## src/rtl/axil_simd_pkg.sv

```systemverilog
// Shared types for the AXI-lite SIMD broadcasters: one-hot FSM encoding,
// AXI response codes and the worst-response merge.
package axil_simd_pkg;

  localparam int ST_IDLE_B  = 0;
  localparam int ST_ISSUE_B = 1;
  localparam int ST_RESP_B  = 2;
  localparam int ST_BRSP_B  = 3;

  typedef enum logic [3:0] {
    ST_IDLE  = 4'b0001,
    ST_ISSUE = 4'b0010,
    ST_RESP  = 4'b0100,
    ST_BRSP  = 4'b1000
  } state_t;

  localparam logic [1:0] RESP_OKAY   = 2'b00;
  localparam logic [1:0] RESP_EXOKAY = 2'b01;
  localparam logic [1:0] RESP_SLVERR = 2'b10;
  localparam logic [1:0] RESP_DECERR = 2'b11;

  // Response codes are ordered by severity, so the worst is the numeric max.
  function automatic logic [1:0] resp_worst(input logic [1:0] a, input logic [1:0] b);
    return (b > a) ? b : a;
  endfunction

endpackage

```

## src/rtl/axil_simd_wr_lane.sv

```systemverilog
// Per-master write lane: tracks AW, W and B handshakes for one master port.
// Latency: valids one cycle after start, bready one cycle after AW and W both complete.
// Backpressure: valids hold until each master's own ready; bready holds until bvalid.
module axil_simd_wr_lane
  import axil_simd_pkg::*;
(
  input  logic       clk,
  input  logic       rst_n,
  input  logic       start,
  input  logic       clear,
  input  logic       awready,
  input  logic       wready,
  input  logic       bvalid,
  input  logic [1:0] bresp,
  output logic       awvalid,
  output logic       wvalid,
  output logic       bready,
  output logic       complete,
  output logic [1:0] resp
);

  logic       pending;
  logic       done_q;
  logic [1:0] resp_q;
  logic       aw_fin;
  logic       w_fin;

  assign aw_fin = ~awvalid | awready;
  assign w_fin  = ~wvalid | wready;

  // Includes a response landing this cycle so the merge can happen on the same edge.
  assign complete = done_q | (bready & bvalid);
  assign resp     = done_q ? resp_q : bresp;

  always_ff @(posedge clk or negedge rst_n) begin
    if (!rst_n) begin
      awvalid <= 1'b0;
      wvalid  <= 1'b0;
      bready  <= 1'b0;
      pending <= 1'b0;
      done_q  <= 1'b0;
      resp_q  <= RESP_OKAY;
    end else if (start) begin
      awvalid <= 1'b1;
      wvalid  <= 1'b1;
      bready  <= 1'b0;
      pending <= 1'b1;
      done_q  <= 1'b0;
    end else if (clear) begin
      bready  <= 1'b0;
      pending <= 1'b0;
      done_q  <= 1'b0;
    end else begin
      if (awvalid && awready) awvalid <= 1'b0;
      if (wvalid && wready)   wvalid  <= 1'b0;
      if (bready && bvalid) begin
        bready <= 1'b0;
        done_q <= 1'b1;
        resp_q <= bresp;
      end else if (pending && !done_q && !bready && aw_fin && w_fin) begin
        bready <= 1'b1;
      end
    end
  end

endmodule

```

## src/rtl/axil_simd_wr.sv

```systemverilog
// AXI-lite write broadcaster; AXIL_SIMD_WR_RESP_MERGE_EN returns the worst master response.
// Latency: masters see AW/W 1 cycle after acceptance, s_bvalid 3 cycles after (masters ready).
// Backpressure: one write outstanding; slave readys stay low until the merged B is taken.
module axil_simd_wr
  import axil_simd_pkg::*;
#(
  parameter int M_COUNT    = 8,
  parameter int ADDR_WIDTH = 32,
  parameter int DATA_WIDTH = 32,
  parameter int STRB_WIDTH = DATA_WIDTH/8
) (
  input  logic                           clk,
  input  logic                           rst_n,
  input  logic [ADDR_WIDTH-1:0]          s_axil_awaddr,
  input  logic [2:0]                     s_axil_awprot,
  input  logic                           s_axil_awvalid,
  output logic                           s_axil_awready,
  input  logic [DATA_WIDTH-1:0]          s_axil_wdata,
  input  logic [STRB_WIDTH-1:0]          s_axil_wstrb,
  input  logic                           s_axil_wvalid,
  output logic                           s_axil_wready,
  output logic [1:0]                     s_axil_bresp,
  output logic                           s_axil_bvalid,
  input  logic                           s_axil_bready,
  output logic [M_COUNT*ADDR_WIDTH-1:0]  m_axil_awaddr,
  output logic [M_COUNT*3-1:0]           m_axil_awprot,
  output logic [M_COUNT-1:0]             m_axil_awvalid,
  input  logic [M_COUNT-1:0]             m_axil_awready,
  output logic [M_COUNT*DATA_WIDTH-1:0]  m_axil_wdata,
  output logic [M_COUNT*STRB_WIDTH-1:0]  m_axil_wstrb,
  output logic [M_COUNT-1:0]             m_axil_wvalid,
  input  logic [M_COUNT-1:0]             m_axil_wready,
  input  logic [M_COUNT*2-1:0]           m_axil_bresp,
  input  logic [M_COUNT-1:0]             m_axil_bvalid,
  output logic [M_COUNT-1:0]             m_axil_bready
);

  state_t                    state, state_d;
  logic                      aw_held, aw_held_d;
  logic                      w_held, w_held_d;
  logic                      awready_d, wready_d;
  logic                      bvalid_d;
  logic [1:0]                bresp_d;
  logic                      start, clear;
  logic                      aw_hs, w_hs;
  logic                      issue_clear, all_done;
  logic [M_COUNT-1:0]        lane_complete;
  logic [M_COUNT-1:0][1:0]   lane_resp;
  logic [1:0]                merged;
  logic [ADDR_WIDTH-1:0]     awaddr_q;
  logic [2:0]                awprot_q;
  logic [DATA_WIDTH-1:0]     wdata_q;
  logic [STRB_WIDTH-1:0]     wstrb_q;

  assign aw_hs       = s_axil_awvalid & s_axil_awready;
  assign w_hs        = s_axil_wvalid & s_axil_wready;
  assign issue_clear = ~|(m_axil_awvalid | m_axil_wvalid);
  assign all_done    = &lane_complete;

  always_comb begin
    merged = RESP_OKAY;
    for (int i = 0; i < M_COUNT; i++) begin
`ifdef AXIL_SIMD_WR_RESP_MERGE_EN
      merged = resp_worst(merged, lane_resp[i]);
`else
      if (i == 0) merged = lane_resp[i];
`endif
    end
  end

  always_comb begin
    state_d   = state;
    aw_held_d = aw_held;
    w_held_d  = w_held;
    bvalid_d  = s_axil_bvalid;
    bresp_d   = s_axil_bresp;
    start     = 1'b0;
    clear     = 1'b0;
    case (1'b1)
      state[ST_IDLE_B]: begin
        aw_held_d = aw_held | aw_hs;
        w_held_d  = w_held | w_hs;
        if (aw_held_d && w_held_d) begin
          start   = 1'b1;
          state_d = ST_ISSUE;
        end
      end
      // A lane can only finish once its valids are gone, so all_done implies issue_clear.
      state[ST_ISSUE_B], state[ST_RESP_B]: begin
        if (all_done) begin
          bvalid_d = 1'b1;
          bresp_d  = merged;
          state_d  = ST_BRSP;
        end else if (issue_clear) begin
          state_d = ST_RESP;
        end
      end
      state[ST_BRSP_B]: begin
        if (s_axil_bready) begin
          bvalid_d  = 1'b0;
          aw_held_d = 1'b0;
          w_held_d  = 1'b0;
          clear     = 1'b1;
          state_d   = ST_IDLE;
        end
      end
      default: state_d = ST_IDLE;
    endcase
    awready_d = state_d[ST_IDLE_B] & ~aw_held_d;
    wready_d  = state_d[ST_IDLE_B] & ~w_held_d;
  end

  always_ff @(posedge clk or negedge rst_n) begin
    if (!rst_n) begin
      state          <= ST_IDLE;
      aw_held        <= 1'b0;
      w_held         <= 1'b0;
      s_axil_awready <= 1'b0;
      s_axil_wready  <= 1'b0;
      s_axil_bvalid  <= 1'b0;
      s_axil_bresp   <= RESP_OKAY;
    end else begin
      state          <= state_d;
      aw_held        <= aw_held_d;
      w_held         <= w_held_d;
      s_axil_awready <= awready_d;
      s_axil_wready  <= wready_d;
      s_axil_bvalid  <= bvalid_d;
      s_axil_bresp   <= bresp_d;
    end
  end

  always_ff @(posedge clk) begin
    if (aw_hs) begin
      awaddr_q <= s_axil_awaddr;
      awprot_q <= s_axil_awprot;
    end
    if (w_hs) begin
      wdata_q <= s_axil_wdata;
      wstrb_q <= s_axil_wstrb;
    end
  end

  assign m_axil_awaddr = {M_COUNT{awaddr_q}};
  assign m_axil_awprot = {M_COUNT{awprot_q}};
  assign m_axil_wdata  = {M_COUNT{wdata_q}};
  assign m_axil_wstrb  = {M_COUNT{wstrb_q}};

  for (genvar g = 0; g < M_COUNT; g++) begin : g_lane
    axil_simd_wr_lane u_lane (
      .clk      (clk),
      .rst_n    (rst_n),
      .start    (start),
      .clear    (clear),
      .awready  (m_axil_awready[g]),
      .wready   (m_axil_wready[g]),
      .bvalid   (m_axil_bvalid[g]),
      .bresp    (m_axil_bresp[2*g +: 2]),
      .awvalid  (m_axil_awvalid[g]),
      .wvalid   (m_axil_wvalid[g]),
      .bready   (m_axil_bready[g]),
      .complete (lane_complete[g]),
      .resp     (lane_resp[g])
    );
  end

endmodule

```

## config.mk

```make
export PLATFORM = sky130hd
export DESIGN_NAME = axil_simd_wr
export DESIGN_NICKNAME = d
export VERILOG_FILES = /design/src/rtl/axil_simd_pkg.sv /design/src/rtl/axil_simd_wr_lane.sv /design/src/rtl/axil_simd_wr.sv
export SDC_FILE = /design/constraint.sdc
export NUM_CORES = 1
export LEC_CHECK = 0
export ABC_CLOCK_PERIOD_IN_PS = 2220
export BUFFER_PORTS_ARGS = -buffer_cell sky130_fd_sc_hd__buf_4
export CORE_AREA = 2 2 280 282
export CTS_CLUSTER_SIZE = 40
export DETAILED_ROUTE_END_ITERATION = 12
export DIE_AREA = 0 0 282 284
export HOLD_SLACK_MARGIN = 0.1
export PLACE_DENSITY = 0.36
export SLEW_MARGIN = 20
export SYNTH_ARGS = -nofsm -noshare
export SYNTH_HDL_FRONTEND = slang
export SYNTH_SLANG_ARGS = --single-unit
```

## constraint.sdc

```tcl
create_clock -name clk -period 2.22 [get_ports clk]
set_input_delay 0.666 -clock clk [delete_from_list [all_inputs] [get_ports clk]]
set_output_delay 0.666 -clock clk [all_outputs]
set_load 0.005 [all_outputs]
```

### After elaboration in Yosys (flattened, before gate mapping)

Index checks and enable logic that the tools add are counted.

| storage, ports and cells | value |
|---|---|
| bits in latches | 0 |
| bits in read-only memories | 0 |
| input bits | 116 |
| memory bits (writable) | 0 |
| word-level logic and storage cells | 376 |
| register bits after elaboration | 117 |
| output and inout bits | 597 |
| memories kept | 0 |

| cells by class | value |
|---|---|
| shifts and indexed selects | 0 |
| multiply operators | 0 |
| mux-type cells | 132 |
| add/subtract/negate cells | 0 |
| equal/unequal tests | 5 |
| bitwise gates (word level) | 60 |
| reduce and logical (&&, ||, !) cells | 132 |
| divide/modulo/power cells | 0 |
| order comparisons | 0 |

Operators by type and width:

| operator | number |
|---|---|
| $mux 1 | 124 |
| $logic_and 1x1->1 | 57 |
| $reduce_bool 2->1 | 19 |
| $reduce_and 2->1 | 17 |
| $reduce_bool 4->1 | 8 |
| $mux 4 | 7 |
| $or 1x1->1 | 26 |
| $reduce_bool 3->1 | 8 |
| $not 1->1 | 21 |
| $logic_not 1->1 | 16 |
| $and 1x1->1 | 12 |
| $reduce_and 10->1 | 1 |
| $or 8x8->8 | 1 |
| $reduce_and 8->1 | 1 |
| $reduce_or 8->1 | 1 |
| $reduce_and 3->1 | 2 |
| $ne 2x1->1 const B | 2 |
| $ne 4x3->1 const B | 1 |
| $ne 4x4->1 const B | 1 |
| $reduce_and 4->1 | 1 |
| $mux 2 | 1 |
| $ne 2x2->1 const B | 1 |
| $reduce_or 2->1 | 1 |

### Depth between registers and ports, before layout

| logic depth | value |
|---|---|
| word-level depth | 9 |
| depth in mapped cells | 6 |
| mapped depth without buffers | 4 |

### Hierarchy

Synthesis repeated with hierarchy kept, for this count alone.

| unflattened totals | value |
|---|---|
| cells, all modules | 845 |
| area total of the unflattened synthesis | 9032.4 µm² |

By module, submodules not included:

| module | area an instance (µm²) | times used | cells each | sequential area each (µm²) |
|---|---|---|---|---|
| axil_simd_wr | 6429.9 | 1 | 629 | 2408.6 |
| axil_simd_wr_lane | 325.3 | 8 | 27 | 175.2 |

### Least setup slack after synthesis

No wires, ideal clock.

| timing | value |
|---|---|
| path type | input -> register |
| start | input s_axil_wvalid |
| end | register s_axil_wready |
| path buffers | 0 |
| stages | 4 |
| data required time | 2.093 ns |
| arrival | 1.967 ns |
| path slack | 0.126 ns |
| setup time | 0.127 ns |
| cell sequence | and2_1 > a21oi_1 > a31oi_1 > nor2_1 |

| between the ends | value |
|---|---|
| elaborated cells on any way between the ends | 8 |
| classes of those cells | mux (3); bitwise (4); reduce/logical (1) |

RTL lines:

| element | line | text |
|---|---|---|
| start: declaration | axil_simd_wr.sv:20 | `input logic s_axil_wvalid,` |
| $and 1x1->1 | axil_simd_wr.sv:56 | `assign w_hs = s_axil_wvalid & s_axil_wready;` |
| $or 1x1->1 | axil_simd_wr.sv:82 | `w_held_d = w_held \| w_hs;` |
| $mux 1 | axil_simd_wr.sv:79 | `case (1'b1)` |
| named net w_held_d | axil_simd_wr.sv:40 | `logic w_held, w_held_d;` |
| $not 1->1 | axil_simd_wr.sv:110 | `wready_d = state_d[ST_IDLE_B] & ~w_held_d;` |
| $and 1x1->1 | axil_simd_wr.sv:110 |  |
| named net wready_d | axil_simd_wr.sv:41 | `logic awready_d, wready_d;` |
| end signal: assignment | axil_simd_wr.sv:127 | `s_axil_wready <= wready_d;` |
| end: declaration | axil_simd_wr.sv:21 | `output logic s_axil_wready,` |

The timed path passes the listed nets, and every way through them passes these cells. The select of a mux whose other input is x is not followed.
A chain may end at the register's enable or synchronous reset.

### Final worst setup path

| timing | value |
|---|---|
| start | register wdata_q[20] |
| end | output m_axil_wdata[52] |

RTL lines:

| element | line | text |
|---|---|---|
| start: declaration | axil_simd_wr.sv:52 | `logic [DATA_WIDTH-1:0] wdata_q;` |
| start signal: assignment | axil_simd_wr.sv:139 | `wdata_q <= s_axil_wdata;` |
| end: declaration | axil_simd_wr.sv:29 | `output logic [M_COUNT*DATA_WIDTH-1:0] m_axil_wdata,` |

No word-level cell between the ends.

==> reports/metrics.csv <==
stage;metric;value;unit
outcome;status;finished clean;
finish;final_cells;2058;
setup_path;r2r_cells;5;
placement;portBuffers;698;
detailed_routing;drt_first_pass_iters;4;
floorplan;dieArea;80100;sq um
pwr;clkPwrFrac;0.536;
sta;tightest_slew;0.649;ns
synthesis;syn_area_per_cell;10.2;sq um
placement;routabilityCongestion;0.737;
setup_path;crit_arrival;1.34;ns
detailed_routing;postRouteAntennaNets;0;
job;maxCapViolations;0;
sta;tns;0;ns
placement;place_ws;0.185;ns
setup_path;r2r_slack;0.51;ns
setup_path;cp_slowest_cell;edfxtp_1;
pwr;total_power;5.36;mW
sta;rsz0062_at_grt;no;
setup_path;cp_max_fo;8;
floorplan;die_width;282;microns
grt;antenna_found_initial;16;
grt;grt_pass1_wl;43800;microns
sta;skew;0.0111;ns
finish;syn_to_final_growth;41.9;%
grt;grt_max_degree;47;
setup_path;cp.buffers_inverters;1;
synthesis;ys.flop_type;edfxtp_1;
detailed_routing;vias_per_cell;2.72;
sta;hold_viol;0;
min_path;min_path_type;in2async;
clock_network;cts-htree-levels;4;
finish;nNetsFinal;1116;
clock_network;path_clk_slew;0.06;ns
sta;layout_worst_path_cycle_share;0.904;
setup_path;worstSetupEndpointType;output port;
detailed_routing;drt-initial-drc-count;207;
pwr;power_frac_comb;0.033;
finish;multi_input_area;826;sq um
detailed_routing;wl;34300;microns
pwr;p_int;4.08;mW
setup_path;crit_required;1.55;ns
clock_network;cts_tree;built;
clock_network;cts_buffer_depth;2;
detailed_routing;vias;5604;
setup_path;critPathKind;reg2out;
setup_path;crit_chain;buf_4;
synthesis;ys_ff_latch;117;
synthesis;ys_types;33;
pwr;power_density;466;nW/um^2
pwr;leakage;5.50;nW
synthesis;ys_seq_area_frac;0.405;
synthesis;synth_edf_count;71;
placement;dp_hpwl;28600;microns
synthesis;synthesis.nets;908;
setup_path;critPathMaxStageDelay;0.66;ns
synthesis;yosysWarningCount;0;
setup_path;critical-path-top-delay-family;flip-flops;
sta;fin_crit;2.01;ns
finish;final_util;0.150;
clock_network;clock_sinks;117;
synthesis;synthArstFlopShare;0.393;
sta;fmax;498;MHz
floorplan;ioPinCount;713;
pwr;seqPwrFrac;0.431;
finish;n_fill_cell;8740;
setup_path;start_kind;register;
grt;gr-usage-all-layers;0.0808;
floorplan;row_count;102;
grt;grt_pass1_vias;5178;
sta;slew_headroom;0.567;
clock_network;clkLatencyLatePin;0.47;ns
synthesis;syn_area;8120;sq um
setup_path;r2r_end;s_axil_bresp[0];
sta;finalMaxSlewViolations;0;
detailed_routing;post_drt_wl_per_cell;16.7;microns
pwr;irDropWorstVdd;0.391;mV
floorplan;dieHeight;284;microns
sta;layout_setup_ws;0.212;ns
floorplan;coreArea;77000;sq um
sta;setup_viol;0;
placement;dp.cells;2014;
pwr;p_sw_frac;0.239;
floorplan;initial_core_util;0.105;
pwr;netSwitchingPower;1.28;mW
synthesis;netlist_instances;792;
setup_path;r2r_start;g_lane[6].u_lane.bready;
grt;gr-total-overflow;0;
finish;layout-drive-gt1-share;0.756;
detailed_routing;drc_errors;0;
clock_network;cts_root_buffer;clkbuf_16;
finish;seq_area;3280;sq um
clock_network;cts_buffers;17;
[timing repair]
item	4_1_cts	5_1_grt
gates resized for setup	0	0
endpoints found under the setup margin	19	0
hold buffers	0	0
setup buffers	7	0
[cells by family after synthesis]
family	after synthesis	share of synthesized area
AO/OA/AOI/OAI	56	0.0459
buffers and inverters	545	0.494
multiplexers	6	0.00925
AND/OR/NAND/NOR	68	0.0462
flip-flops	117	0.405
[layout by cell type (no fill, tap or decap), types with 2 or more instances in the layout]
| cell | netlist | final |
|---|---|---|
| or4b_2 | 8 | 8 |
| o21ai_0 | 2 | 2 |
| clkbuf_16 | 0 | 18 |
| buf_4 | 521 | 708 |
| inv_4 | 0 | 2 |
| a21o_1 | 16 | 16 |
| clkinvlp_4 | 0 | 2 |
| diode_2 | 0 | 5 |
| nor4_1 | 6 | 6 |
| nand3_1 | 2 | 2 |
| nand2_1 | 21 | 21 |
| a31oi_1 | 3 | 3 |
| clkinv_4 | 0 | 2 |
| inv_1 | 20 | 20 |
| inv_6 | 0 | 4 |
| nor2_1 | 14 | 14 |
| mux2_4 | 2 | 2 |
| nand2b_1 | 8 | 8 |
| a21oi_1 | 21 | 21 |
| mux2_2 | 4 | 4 |
| and2_2 | 0 | 2 |
| o21a_1 | 2 | 2 |
| o22ai_1 | 8 | 8 |
| buf_12 | 0 | 6 |
| dfrtp_1 | 45 | 45 |
| edfxtp_1 | 71 | 71 |
[synthesized netlist by cell type (4+ instances only)]
master / n / share of area
nand2b_1: 8 / 0.0062
dfrtp_1: 45 / 0.14
buf_4: 521 / 0.48
a21o_1: 16 / 0.015
nor2_1: 14 / 0.0065
or4b_2: 8 / 0.0099
nor4_1: 6 / 0.0046
edfxtp_1: 71 / 0.26
o22ai_1: 8 / 0.0062
mux2_2: 4 / 0.0055
inv_1: 20 / 0.0092
nand2_1: 21 / 0.0097
a21oi_1: 21 / 0.013
[layout make-up]
type | count | area share
well taps | 1040 | 0.113
flip-flops and latches | 117 | 0.285
inverters | 20 | 0.00652
multi-input cells | 130 | 0.0717
clock buffers | 20 | 0.0406
clock inverters | 12 | 0.00999
repair buffers | 714 | 0.472
diodes | 5 | 0.00109
[stage by stage]
step	instance area, sq um	hold slack [ns]
floorplan	8120	0.370
global placement	10800	0.473
detailed placement	10800	0.480
CTS	11500	0.199
global route	11500	0.248
finish	11500	0.231
[sequential cells by signal (all words and copies together), names as in the netlist]
signal	count
g_lane.u_lane.bready	8
s_axil_awready	1
awprot_q	3
wstrb_q	4
g_lane.u_lane.resp_q	2
w_held	1
state	4
g_lane.u_lane.done_q	8
g_lane.u_lane.awvalid	8
awaddr_q	32
g_lane.u_lane.pending	1
g_lane.u_lane.wvalid	8
s_axil_bvalid	1
wdata_q	32
s_axil_bresp	2
s_axil_wready	1
aw_held	1
[power groups by stage]
stage / registers (mW) / clock network [mW] / logic, mW
6_report: 2.31 / 2.87 / 0.179
2_1_floorplan: 2.36 / 0 / 0.0120
4_1_cts: 2.31 / 3.06 / 0.184
3_5_place_dp: 2.36 / 0 / 0.184
3_3_place_gp: 2.36 / 0 / 0.180
5_1_grt: 2.31 / 3.12 / 0.197
[routing by layer]
metal	routed length, microns	vias to the layer above	global-route usage
met3	3830	39	0.0353
met2	16800	356	0.136
met1	13100	2733	0.0910
li1	-	2468	-
met5	59	-	0
met4	527	8	0.0257
[how the worst max path moves through the flow]
stage	slack, ns	cells past startpoint	from	end
after floorplan	0.13	4	s_axil_wvalid	s_axil_wready
after global placement	0.17	6	m_axil_bvalid[7]	s_axil_bresp[1]
after detailed placement	0.18	6	m_axil_bvalid[6]	s_axil_bresp[1]
after CTS	0.1	1	wdata_q[19]	m_axil_wdata[211]
after global routing	0.08	1	wdata_q[19]	m_axil_wdata[243]
final	0.21	1	wdata_q[20]	m_axil_wdata[52]
Note: power is estimated with default switching activity, not from simulation.
